==> config.mk <==
export PLATFORM = sky130hd
export DESIGN_NAME = pipelined_cla_adder_flat
export DESIGN_NICKNAME = d
export VERILOG_FILES = /design/src/rtl/pipelined_cla_adder_if.sv /design/src/rtl/pipelined_cla_adder.sv /design/src/flat_wrapper.sv
export SDC_FILE = /design/constraint.sdc
export NUM_CORES = 1
export LEC_CHECK = 0
export BUFFER_PORTS_ARGS = -buffer_cell sky130_fd_sc_hd__buf_2
export CORE_AREA = 2 2 74 76
export DETAILED_ROUTE_END_ITERATION = 8
export DIE_AREA = 0 0 76 78
export HOLD_SLACK_MARGIN = 0.15
export PLACE_DENSITY = 0.66
export SLEW_MARGIN = 20
export SYNTH_ARGS = -nofsm -noshare
export SYNTH_HDL_FRONTEND = slang
export SYNTH_SLANG_ARGS = --single-unit
==> constraint.sdc <==
create_clock -name clk -period 1.7 [get_ports clk]
set_clock_uncertainty 0.1 [all_clocks]
set_input_delay 0.34 -clock clk [delete_from_list [all_inputs] [get_ports clk]]
set_output_delay 0.34 -clock clk [all_outputs]
set_load 0.01 [all_outputs]
==> src/rtl/pipelined_cla_adder_if.sv <==
// pipelined_cla_adder_if: valid/ready operand and result stream bundle
interface pipelined_cla_adder_if #(parameter int WIDTH = 8);
  logic in_valid, in_ready, cin, sub, out_valid, out_ready, cout, overflow, zero;
  logic [WIDTH-1:0] a, b, sum;
  modport master (
    output in_valid, a, b, cin, sub, out_ready,
    input  in_ready, out_valid, sum, cout, overflow, zero
  );
  modport slave (
    input  in_valid, a, b, cin, sub, out_ready,
    output in_ready, out_valid, sum, cout, overflow, zero
  );
endinterface

==> src/rtl/pipelined_cla_adder.sv <==
// pipelined_cla_adder: pipelined carry-look-ahead adder/subtractor, one GROUP-bit block per stage
module pipelined_cla_adder #(
  parameter int WIDTH = 8,
  parameter int GROUP = 4
) (
  input logic clk,
  input logic rst,
  pipelined_cla_adder_if.slave bus
);
  localparam int S = WIDTH / GROUP;
  if (WIDTH % GROUP != 0) begin : g_bad_width
    $error("WIDTH must be an integer multiple of GROUP");
  end
  logic adv;
  logic [S:0] v_q, v_d, c_q, c_d;
  logic cm_q, cm_d;
  logic [WIDTH-1:0] a_q [S], a_d [S], bx_q [S], bx_d [S];
  logic [WIDTH-1:0] s_q [S+1], s_d [S+1];
  logic [GROUP-1:0] p, g;
  logic [GROUP:0] cc;
  logic t, pp;
  assign adv = !v_q[S] || bus.out_ready;
  assign bus.in_ready = adv;
  assign bus.out_valid = v_q[S];
  assign bus.sum = s_q[S];
  assign bus.cout = c_q[S];
  assign bus.overflow = c_q[S] ^ cm_q;
  assign bus.zero = v_q[S] && (s_q[S] == '0);
  always_comb begin
    p = '0;
    g = '0;
    cc = '0;
    t = 1'b0;
    pp = 1'b1;
    cm_d = 1'b0;
    v_d = '0;
    c_d = '0;
    v_d[0] = bus.in_valid;
    c_d[0] = bus.sub || bus.cin;
    a_d[0] = bus.a;
    bx_d[0] = bus.sub ? ~bus.b : bus.b;
    s_d[0] = '0;
    for (int k = 0; k < S; k++) begin
      p = a_q[k][k*GROUP +: GROUP] ^ bx_q[k][k*GROUP +: GROUP];
      g = a_q[k][k*GROUP +: GROUP] & bx_q[k][k*GROUP +: GROUP];
      cc[0] = c_q[k];
      for (int i = 0; i < GROUP; i++) begin
        t = 1'b0;
        pp = 1'b1;
        for (int j = i; j >= 0; j--) begin
          t = t | (pp & g[j]);
          pp = pp & p[j];
        end
        cc[i+1] = t | (pp & c_q[k]);
      end
      v_d[k+1] = v_q[k];
      c_d[k+1] = cc[GROUP];
      s_d[k+1] = s_q[k];
      s_d[k+1][k*GROUP +: GROUP] = p ^ cc[GROUP-1:0];
      if (k < S - 1) begin
        a_d[k+1] = a_q[k];
        bx_d[k+1] = bx_q[k];
      end else begin
        cm_d = cc[GROUP-1];
      end
    end
  end
  always_ff @(posedge clk) begin
    if (rst) begin
      v_q <= '0;
      c_q <= '0;
      cm_q <= 1'b0;
      for (int k = 0; k <= S; k++) s_q[k] <= '0;
      for (int k = 0; k < S; k++) begin
        a_q[k] <= '0;
        bx_q[k] <= '0;
      end
    end else if (adv) begin
      v_q <= v_d;
      c_q <= c_d;
      cm_q <= cm_d;
      s_q <= s_d;
      a_q <= a_d;
      bx_q <= bx_d;
    end
  end
endmodule

==> src/flat_wrapper.sv <==
// flat-port wrapper written by rule: the top's interface ports become plain ports
module pipelined_cla_adder_flat 
#(
  parameter int WIDTH = 8,
  parameter int GROUP = 4
)
  (clk, rst, bus_in_valid, bus_a, bus_b, bus_cin, bus_sub, bus_out_ready, bus_in_ready, bus_out_valid, bus_sum, bus_cout, bus_overflow, bus_zero);
  pipelined_cla_adder_if #(.WIDTH(WIDTH)) bus_i ();
  input logic clk;
  input logic rst;
  input wire logic [$bits(bus_i.in_valid)-1:0] bus_in_valid;
  input wire logic [$bits(bus_i.a)-1:0] bus_a;
  input wire logic [$bits(bus_i.b)-1:0] bus_b;
  input wire logic [$bits(bus_i.cin)-1:0] bus_cin;
  input wire logic [$bits(bus_i.sub)-1:0] bus_sub;
  input wire logic [$bits(bus_i.out_ready)-1:0] bus_out_ready;
  output wire logic [$bits(bus_i.in_ready)-1:0] bus_in_ready;
  output wire logic [$bits(bus_i.out_valid)-1:0] bus_out_valid;
  output wire logic [$bits(bus_i.sum)-1:0] bus_sum;
  output wire logic [$bits(bus_i.cout)-1:0] bus_cout;
  output wire logic [$bits(bus_i.overflow)-1:0] bus_overflow;
  output wire logic [$bits(bus_i.zero)-1:0] bus_zero;
  assign bus_i.in_valid = bus_in_valid;
  assign bus_i.a = bus_a;
  assign bus_i.b = bus_b;
  assign bus_i.cin = bus_cin;
  assign bus_i.sub = bus_sub;
  assign bus_i.out_ready = bus_out_ready;
  assign bus_in_ready = bus_i.in_ready;
  assign bus_out_valid = bus_i.out_valid;
  assign bus_sum = bus_i.sum;
  assign bus_cout = bus_i.cout;
  assign bus_overflow = bus_i.overflow;
  assign bus_zero = bus_i.zero;
  pipelined_cla_adder #(.WIDTH(WIDTH), .GROUP(GROUP)) u_core (.clk(clk), .rst(rst), .bus(bus_i));
endmodule
==> flow_metrics.env, run 1 <==
export IMPL_maxCapViolations=0
export IMPL_slew_violations=0
export IMPL_cts_hold_buf=0
export IMPL_syn_area_um2=1980
export IMPL_grt_setup_unrepaired="yes"
export IMPL_power_total_uw=2070
export IMPL_hold_ws_ns=0.186
export IMPL_wire_per_inst_um=11.2
export IMPL_synth_top_cell_by_area="dfxtp_1"
export IMPL_hold_viol=0
export IMPL_fp_dieH_um=78
export IMPL_yosysWarnings=0
export IMPL_leakage_uw=0.00102
export IMPL_powerDensity_nw_per_um2=887
export IMPL_fin_nets=296
export IMPL_ant_nets=0
export IMPL_port_buffers=34
export IMPL_final_seq_area_um2=863
export IMPL_hpwl_um=2730
export IMPL_multi_input_area_um2=1010
export IMPL_run_status="finished with violations"
export IMPL_fin_area_um2=2330
export IMPL_startpoint_type="flip-flop"
export IMPL_arrival_ns=1.33
export IMPL_antenna_cells=0
export IMPL_yosys_area_top_type_share_pct=43.5
export IMPL_row_count=26
export IMPL_grt_pass1_wl_um=6470
export IMPL_fin_util_pct=46.3
export IMPL_synth_most_common_cell="nand2_1"
export IMPL_dp_slack_ns=0.106
export IMPL_syn_num_nets=259
export IMPL_synth_seq_area_share_pct=43.5
export IMPL_synth_edf_count=0
export IMPL_async_flop_share_pct=0
export IMPL_drt_total_wl_um=3730
export IMPL_core_um2=5040
export IMPL_r2r_setup_slack_ns=0.10
export IMPL_grt_antenna_before_repair=0
export IMPL_period_share_pct=104
export IMPL_syn_area_per_cell_um2=8.72
export IMPL_worstSetupPathType="flip-flop to output pin"
export IMPL_fillers=510
export IMPL_max_freq_mhz=566
export IMPL_drive_gt1_share_pct=25.8
export IMPL_synthCells=227
export IMPL_cts_buffers=5
export IMPL_cp_required_ns=1.26
export IMPL_dpl_cell_area_um2=2220
export IMPL_vias=1584
export IMPL_clk_path_buf_depth=2
export IMPL_ios=35
export IMPL_ys_types=36
export IMPL_crit_path_max_fanout=2
export IMPL_grt_usage_pct=13.6
export IMPL_drcViolationCount=0
export IMPL_start_util_pct=39.3
export IMPL_worst_slack_ns=-0.0656
export IMPL_min_period_ns=1.77
export IMPL_ys_ff_latch=43
export IMPL_clkTransAtPathRegs_ns=0.07
export IMPL_endpoint_kind="output pin"
export IMPL_gp_congestion=0.736
export IMPL_grt_max_degree=23
export IMPL_synth_area_top_cells="dfxtp_1 43%, nand2_1 9.3%, a21oi_1 7.1%"
export IMPL_routed_via_density=4.74
export IMPL_root_buffer="clkbuf_8"
export IMPL_die_area_um2=5930
export IMPL_maxSlewHeadroom_pct=73.5
export IMPL_detailedRoute_firstIterationViolations=81
export IMPL_syn2layout_area_growth_pct=18.0
export IMPL_hold_class="input port to flip-flop"
export IMPL_synth_ff_type="dfxtp_1"
export IMPL_grt_pass1_vias=1400
export IMPL_violations="negative setup slack"
export IMPL_synthTopCellsByCount="49 x nand2_1, 43 x dfxtp_1, 28 x a21oi_1, 15 x nor2_1, 11 x a211oi_1"
export IMPL_clk_latency_ns=0.29
export IMPL_numClockSinks=43
export IMPL_max_vdd_ir_drop_v=0.000435
export IMPL_die_w_um=76
export IMPL_setup_violations_final=1
export IMPL_htree_levels=2
export IMPL_cts_tree="yes"
export IMPL_first_pass_iters=4
export IMPL_worstMarginPinSlew_ns=0.393
export IMPL_grt_overflow_total=0
[path summary, 6_finish.rpt]
path	from	to	depth (start not counted)
worst min-delay path	bus_a[0]	u_core.a_d[0]$_SDFFE_PP0P_	3
worst max-delay path	u_core.bus.sum[6]$_SDFFE_PP0P_	bus_zero	4
worst min register to register	u_core.v_q[1]$_SDFFE_PP0P_	u_core.v_q[1]$_SDFFE_PP0P_	2
worst max register to register	u_core.bx_q[4]$_SDFFE_PP0P_	u_core.c_q[2]$_SDFFE_PP0P_	4
[per-layer routing]
layer | track usage, % | wire length [um] | vias up
met5 | 0 | 0 | -
met4 | 6.00 | 73 | 0
met3 | 3.72 | 159 | 5
met2 | 20.2 | 1530 | 30
met1 | 18.4 | 1960 | 701
li1 | - | - | 848
[state kept, by name, summed over array words and instances (netlist names), 3 cells and up]
name and cells:
u_core.a_d 8, u_core.a_q 4, u_core.bus.sum 8, u_core.bx_d 8
u_core.bx_q 4, u_core.c_q 3, u_core.s_d 4, u_core.v_q 3
[repair_timing]
item                                   in CTS  in global routing
pin swaps                                   2                  0
resized for setup                           3                  1
setup buffers                               2                  0
setup endpoints to repair                   2                  1
endpoints found under the hold margin       0                  0
[worst max-delay path, stage by stage, from the launching register on]
cell,delay (ns)
dfxtp_2,0.33
nor4_2,0.26
nand2_1,0.09
nor4b_2,0.20
buf_2,0.16
[through the flow]
| stage | setup TNS, ns | std cells |
|---|---|---|
| global route | -0.191 | 334 |
| detailed placement | 0 | 325 |
| floorplan | 0 | 227 |
| finish | -0.0656 | 334 |
| CTS | -0.0895 | 334 |
| global placement | 0 | 325 |
[power breakdown]
group	total, uW	switching, uW	internal [uW]	leakage [uW]
Clock	641	322	318	0.0000470
Combinational	305	156	149	0.000618
Sequential	1120	43.4	1080	0.000356
[cell type report]
type | instances | share of cell area, %
Clock buffer | 6 | 3.54
Clock inverter | 1 | 0.214
Inverter | 10 | 1.61
Multi-Input combinational cell | 159 | 43.1
Sequential cell | 43 | 37.0
Tap cell | 70 | 3.75
Timing Repair Buffer | 45 | 10.8
[cell families after synthesis]
family                   synth area share (%)
flip-flops                               43.5
buffers and inverters                    6.32
adder cells (fa/ha/maj)                  7.08
AO/OA/AOI/OAI                            19.1
XOR/XNOR                                 4.87
AND/OR/NAND/NOR                          19.2
[cell usage in the layout, fill, tap and decap left out, drive strengths merged]
cell type  netlist  routed
or4              2       2
nor2b            1       1
xor2             2       2
nand3            2       2
a41oi            2       2
nand2           49      49
buf             12      45
nor4bb           2       2
a211oi          11      11
clkbuf           3       6
a21oi           28      28
fa               2       2
a2111oi          2       2
clkinv           0       1
and2             2       2
nor3             5       5
o21ai            3       3
inv             10      10
xnor2            9       9
ha               8       8
dfxtp           43      43
o211ai           2       2
nor4             1       1
nand4            2       2
nor4b            1       1
nor2            15      15
o21a             2       2
o41ai            2       2
a211o            2       2
or2              2       2
(Power assumes the default switching activity.)
==> run 2: changes to the inputs <==
==> constraint.sdc (replaced) <==
create_clock -name clk -period 1.7 [get_ports clk]
set_clock_uncertainty 0.1 [all_clocks]
set_input_delay 0.34 -clock clk [delete_from_list [all_inputs] [get_ports clk]]
set_output_delay 0.34 -clock clk [all_outputs]
set_load 0.02 [all_outputs]
==> flow_metrics.env, run 2 (same netlist as run 1, synthesis figures left out) <==
export IMPL_gp_congestion=0.763
export IMPL_cts_hold_buf=0
export IMPL_root_buffer="clkbuf_8"
export IMPL_clk_path_buf_depth=2
export IMPL_maxCapViolations=0
export IMPL_die_w_um=76
export IMPL_fin_util_pct=46.8
export IMPL_hold_ws_ns=0.181
export IMPL_startpoint_type="flip-flop"
export IMPL_layout_common_cells="49 x nand2_1, 41 x dfxtp_1, 33 x buf_2, 28 x a21oi_1, 15 x nor2_1"
export IMPL_numClockSinks=43
export IMPL_port_buffers=34
export IMPL_final_common_cell="nand2_1"
export IMPL_cp_required_ns=1.26
export IMPL_grt_overflow_total=0
export IMPL_max_freq_mhz=544
export IMPL_start_util_pct=39.3
export IMPL_maxSlewHeadroom_pct=68.3
export IMPL_drive_gt1_share_pct=25.7
export IMPL_p_sw_uw=550
export IMPL_p_comb_share_pct=15.1
export IMPL_worstMarginPinSlew_ns=0.468
export IMPL_min_period_ns=1.84
export IMPL_detailedRoute_firstIterationViolations=92
export IMPL_core_um2=5040
export IMPL_slowest_stage="dfxtp_2"
export IMPL_power_total_uw=2150
export IMPL_grt_setup_unrepaired="yes"
export IMPL_run_status="finished with violations"
export IMPL_ios=35
export IMPL_drcViolationCount=0
export IMPL_p_clk_share_pct=32.5
export IMPL_crit_path_max_incr_delay_ns=0.35
export IMPL_hpwl_um=2830
export IMPL_crit_path_max_fanout=3
export IMPL_grt_pass1_vias=1482
export IMPL_first_pass_iters=4
export IMPL_max_vdd_ir_drop_v=0.000412
export IMPL_switching_share_pct=25.5
export IMPL_fin_nets=296
export IMPL_cts_buffers=5
export IMPL_fillers=517
export IMPL_row_count=26
export IMPL_vias=1603
export IMPL_grt_antenna_before_repair=0
export IMPL_leakage_uw=0.00103
export IMPL_clk_latency_ns=0.30
export IMPL_dpl_cell_area_um2=2220
export IMPL_path_delay_family="simple AND/OR/NAND/NOR gates"
export IMPL_die_area_um2=5930
export IMPL_cts_tree="yes"
export IMPL_path_buf_inv=1
export IMPL_period_share_pct=108
export IMPL_p_int_uw=1610
export IMPL_arrival_ns=1.40
export IMPL_syn2layout_area_growth_pct=19.3
export IMPL_worst_slack_ns=-0.138
export IMPL_clkTransAtPathRegs_ns=0.08
export IMPL_grt_usage_pct=14.3
export IMPL_hold_viol=0
export IMPL_routed_via_density=4.79
export IMPL_wire_per_inst_um=11.6
export IMPL_crit_chain="nor4_4, nand2_1, nor4b_2, buf_4"
export IMPL_dp_slack_ns=0.111
export IMPL_drt_total_wl_um=3890
export IMPL_hold_class="input port to flip-flop"
export IMPL_powerDensity_nw_per_um2=913
export IMPL_setup_violations_final=1
export IMPL_worstSetupPathType="flip-flop to output pin"
export IMPL_grt_max_degree=20
export IMPL_slew_violations=0
export IMPL_antenna_cells=0
export IMPL_endpoint_kind="output pin"
export IMPL_seqPwrFrac_pct=52.4
export IMPL_htree_levels=2
export IMPL_ant_nets=0
export IMPL_grt_pass1_wl_um=6820
export IMPL_violations="negative setup slack"
export IMPL_fp_dieH_um=78
export IMPL_fin_area_um2=2360
-- run 2: changes by cell type in the layout (fill, tap and decap cells not counted) --
| cell | delta |
|---|---|
| clkinv_2 | -1 |
| nor4_2 | -1 |
| buf_4 | +1 |
| nor4_4 | +1 |
| clkbuf_8 | +1 |
| buf_2 | -1 |
| inv_2 | -1 |
| clkbuf_1 | +1 |
| inv_4 | +1 |
-- run 2: worst register-to-register path, delay by kind of cell, from the launching register on --
| family | cells | cell delay (ns) |
|---|---|---|
| AND/OR/NAND/NOR | 1 | 0.08 |
| flip-flops | 1 | 0.33 |
| adder cells (fa/ha/maj) | 1 | 0.29 |
| AO/OA/AOI/OAI | 2 | 0.67 |
-- run 2: layout make-up --
cell class | count | area, um^2 | area share [%]
timing repair buffer | 45 | 255 | 10.8
inverter | 10 | 40.0 | 1.70
tap | 70 | 87.6 | 3.71
clock buffer | 8 | 100 | 4.24
sequential | 43 | 863 | 36.6
multi-input combinational | 159 | 1010 | 43.0
-- run 2: worst paths after layout --
| kind | startpoint | to | slack (ns) | depth (start not counted) |
|---|---|---|---|---|
| min | bus_a[7] | u_core.a_d[7]$_SDFFE_PP0P_ | 0.18 | 3 |
| max | u_core.bus.sum[4]$_SDFFE_PP0P_ | bus_zero | -0.14 | 4 |
| max reg2reg | u_core.bx_q[4]$_SDFFE_PP0P_ | u_core.c_q[2]$_SDFFE_PP0P_ | 0.11 | 4 |
| min reg2reg | u_core.a_d[6]$_SDFFE_PP0P_ | u_core.a_d[6]$_SDFFE_PP0P_ | 0.35 | 2 |
-- run 2: metal layers --
| layer | share of wire [%] | wire, um | global-route usage (%) | vias to the layer above |
|---|---|---|---|---|
| met5 | 0 | 0 | 0 | - |
| met4 | 1.7 | 67 | 5.64 | 0 |
| met3 | 4.6 | 178 | 3.49 | 5 |
| met2 | 42 | 1650 | 21.3 | 37 |
| met1 | 51 | 2000 | 20.0 | 712 |
| li1 | - | - | - | 849 |
-- run 2: metrics by stage --
stage                     TNS (ns)  instances
after global placement           0        325
final                       -0.138        335
after global routing        -0.241        335
after floorplan                  0        227
after detailed placement         0        325
after CTS                   -0.143        335
-- run 2: power by group through the flow --
stage               combinational [uW]  clock, uW  sequential, uW
CTS                                325        727            1120
global placement                   313          0            1150
finish                             326        701            1130
floorplan                          216          0            1160
global route                       371        767            1140
detailed placement                 317          0            1150
-- run 2: repair_timing --
item	4_1_cts	5_1_grt
buffers inserted	2	0
setup endpoints to repair	2	2
gates resized for setup	2	5
pin swaps	2	2
==> run 3: changes to the inputs <==
--- a/config.mk
+++ b/config.mk
@@ -5,10 +5,11 @@
 export SDC_FILE = /design/constraint.sdc
 export NUM_CORES = 1
 export LEC_CHECK = 0
+export ABC_AREA = 1
 export BUFFER_PORTS_ARGS = -buffer_cell sky130_fd_sc_hd__buf_2
-export CORE_AREA = 2 2 74 76
+export CORE_AREA = 2 2 73 75
 export DETAILED_ROUTE_END_ITERATION = 8
-export DIE_AREA = 0 0 76 78
+export DIE_AREA = 0 0 75 77
 export HOLD_SLACK_MARGIN = 0.15
 export PLACE_DENSITY = 0.66
 export SLEW_MARGIN = 20
==> flow_metrics.env, run 3 <==
export IMPL_leakage_uw=0.00113
export IMPL_row_count=26
export IMPL_fin_nets=310
export IMPL_grt_pass1_wl_um=6040
export IMPL_antenna_cells=0
export IMPL_fin_cells=349
export IMPL_crit_path_start="u_core.v_q[2]$_SDFFE_PP0P_"
export IMPL_synthSimpleGateAreaFrac_pct=18.2
export IMPL_syn2layout_area_growth_pct=19.7
export IMPL_numClockSinks=43
export IMPL_r2r_end="u_core.s_d[3]$_SDFFE_PP0P_"
export IMPL_drive_gt1_share_pct=19.0
export IMPL_port_buffers=34
export IMPL_syn_area_per_cell_um2=7.86
export IMPL_final_common_cell="nor2_1"
export IMPL_synth_area_top_cells="dfxtp_1 45%, o21ai_0 9.9%, nor2_1 9.2%"
export IMPL_maxCapViolations=0
export IMPL_worstHoldPathCells=3
export IMPL_gp_congestion=0.763
export IMPL_fp_dieH_um=77
export IMPL_tns_ns=0
export IMPL_cp_required_ns=1.26
export IMPL_synth_xor_area_share_pct=5.03
export IMPL_syn_area_um2=1920
export IMPL_max_freq_mhz=613
export IMPL_grt_antenna_before_repair=0
export IMPL_slew_violations=0
export IMPL_powerDensity_nw_per_um2=992
export IMPL_root_buffer="clkbuf_8"
export IMPL_maxSlewHeadroom_pct=79.9
export IMPL_synth_compound_area_share_pct=16.7
export IMPL_worst_slack_ns=0.0695
export IMPL_synth_top_family_by_area="simple AND/OR/NAND/NOR gates"
export IMPL_synth_edf_count=0
export IMPL_synth_seq_area_share_pct=44.9
export IMPL_synth_mux_area_share_pct=0
export IMPL_ant_nets=0
export IMPL_clk_latency_ns=0.29
export IMPL_max_vdd_ir_drop_v=0.000562
export IMPL_setup_violations_final=0
export IMPL_grt_pass1_vias=1372
export IMPL_reg2reg_from="u_core.bx_d[2]$_SDFFE_PP0P_"
export IMPL_synthTopCellsByCount="47 x nor2_1, 43 x dfxtp_1, 38 x o21ai_0, 20 x inv_1, 18 x nand2_1"
export IMPL_async_flop_share_pct=0
export IMPL_grt_overflow_total=0
export IMPL_grt_usage_pct=13.6
export IMPL_die_area_um2=5780
export IMPL_vias=1605
export IMPL_routed_via_density=4.60
export IMPL_synth_ff_type="dfxtp_1"
export IMPL_endpoint_kind="output pin"
export IMPL_synth_most_common_cell="nor2_1"
export IMPL_fin_area_um2=2290
export IMPL_drcViolationCount=0
export IMPL_grt_setup_unrepaired="no"
export IMPL_dp_slack_ns=0.204
export IMPL_detailedRoute_firstIterationViolations=80
export IMPL_die_w_um=75
export IMPL_cts_tree="yes"
export IMPL_worstSetupPathType="flip-flop to output pin"
export IMPL_first_pass_iters=5
export IMPL_switching_share_pct=25.0
export IMPL_period_share_pct=95.9
export IMPL_run_status="completed"
export IMPL_cts_buffers=5
export IMPL_hold_viol=0
export IMPL_p_sw_uw=569
export IMPL_p_int_uw=1710
export IMPL_p_clk_share_pct=35.6
export IMPL_ys_ff_latch=43
export IMPL_wire_per_inst_um=10.4
export IMPL_seqPwrFrac_pct=50.0
export IMPL_worst_r2r_path_depth=8
export IMPL_startpoint_type="flip-flop"
export IMPL_layout_common_cells="47 x nor2_1, 42 x dfxtp_1, 38 x o21ai_0, 33 x buf_2, 20 x inv_1"
export IMPL_core_um2=4980
export IMPL_ios=35
export IMPL_drt_total_wl_um=3630
export IMPL_synthCells=244
export IMPL_worstMarginPinSlew_ns=0.302
export IMPL_htree_levels=2
export IMPL_clkTransAtPathRegs_ns=0.08
export IMPL_crit_path_max_fanout=20
export IMPL_dpl_cell_area_um2=2160
export IMPL_synth_fa_ha_area_share_pct=7.31
export IMPL_syn_num_nets=276
export IMPL_yosysWarnings=0
export IMPL_ys_types=25
export IMPL_placed_cells=340
export IMPL_p_comb_share_pct=14.3
export IMPL_r2r_setup_slack_ns=0.20
export IMPL_clk_path_buf_depth=2
export IMPL_start_util_pct=38.5
export IMPL_hpwl_um=2470
export IMPL_hold_class="input port to flip-flop"
export IMPL_min_period_ns=1.63
export IMPL_cp_endpoint="bus_in_ready"
export IMPL_grt_max_degree=42
export IMPL_arrival_ns=1.19
export IMPL_yosys_area_top_type_share_pct=44.9
export IMPL_synth_top_cell_by_area="dfxtp_1"
==> run 3: cell types whose count changed in the layout (fill, tap and decap cells not counted), moves of 4 or more <==
cell,previous run,this run
nor3_1,5,1
a211oi_1,11,1
buf_4,12,5
nor2_1,15,47
o21ai_0,1,38
nand2_1,49,18
nand3_1,2,9
inv_1,8,20
a21oi_1,28,17
==> run 3: area by class of cell <==
class / instances / area (um^2)
multi-input combinational: 166 / 912
inverter: 22 / 82.6
sequential: 43 / 862
clock inverter: 2 / 35.0
fill: 505 / 2680
clock buffer: 6 / 82.6
timing repair buffer: 40 / 233
tap: 70 / 87.6
==> run 3: how the worst min path moves through the flow <==
stage          slack, ns                       start                          to
2_1_floorplan       0.31                         rst  u_core.v_q[2]$_SDFFE_PP0P_
3_3_place_gp        0.36  u_core.a_d[5]$_SDFFE_PP0P_  u_core.a_d[5]$_SDFFE_PP0P_
3_5_place_dp        0.37  u_core.a_d[6]$_SDFFE_PP0P_  u_core.a_d[6]$_SDFFE_PP0P_
4_1_cts             0.19                    bus_a[4]  u_core.a_d[4]$_SDFFE_PP0P_
5_1_grt             0.21                    bus_a[5]  u_core.a_d[5]$_SDFFE_PP0P_
6_report            0.19                    bus_a[4]  u_core.a_d[4]$_SDFFE_PP0P_
==> run 3: cell families after synthesis <==
group	after synthesis
simple gates	83
fa+ha+maj	10
compound gates	62
buf+inv	35
flops	43
xor+xnor	11
==> run 3: layer usage <==
metal / track usage [%] / share of wire [%] / vias to the layer above
met5: 0 / 0 / -
met4: 6.96 / 2.1 / 0
met3: 3.15 / 4.8 / 8
met2: 19.6 / 42 / 36
met1: 18.5 / 51 / 695
li1: - / - / 866
==> run 3: power by group through the flow <==
| stage | clock network [uW] | registers (uW) | logic (uW) |
|---|---|---|---|
| final | 811 | 1140 | 326 |
| after global routing | 867 | 1150 | 377 |
| after global placement | 0 | 1160 | 323 |
| after detailed placement | 0 | 1160 | 327 |
| after floorplan | 0 | 1180 | 212 |
| after CTS | 830 | 1140 | 331 |
==> run 3: critical path, stage by stage, from the launching register on <==
cell	delay, ns
dfxtp_2	0.33
inv_2	0.07
nor2_4	0.04
inv_2	0.04
buf_4	0.21
buf_2	0.20
==> run 3: repair_timing <==
action	4_1_cts	5_1_grt
endpoints found under the setup margin	0	2
hold endpoints to repair	2	0
setup buffers	0	0
resized for setup	0	2
hold buffers	1	0
==> run 3: metrics by stage <==
| stage | utilization [%] | power [uW] | hold slack [ns] |
|---|---|---|---|
| floorplan | - | 1390 | 0.312 |
| global placement | 43.5 | 1480 | 0.358 |
| detailed placement | 43.5 | 1490 | 0.367 |
| CTS | 46.0 | 2300 | 0.187 |
| global route | 46.1 | 2390 | 0.208 |
| finish | 46.1 | 2280 | 0.191 |
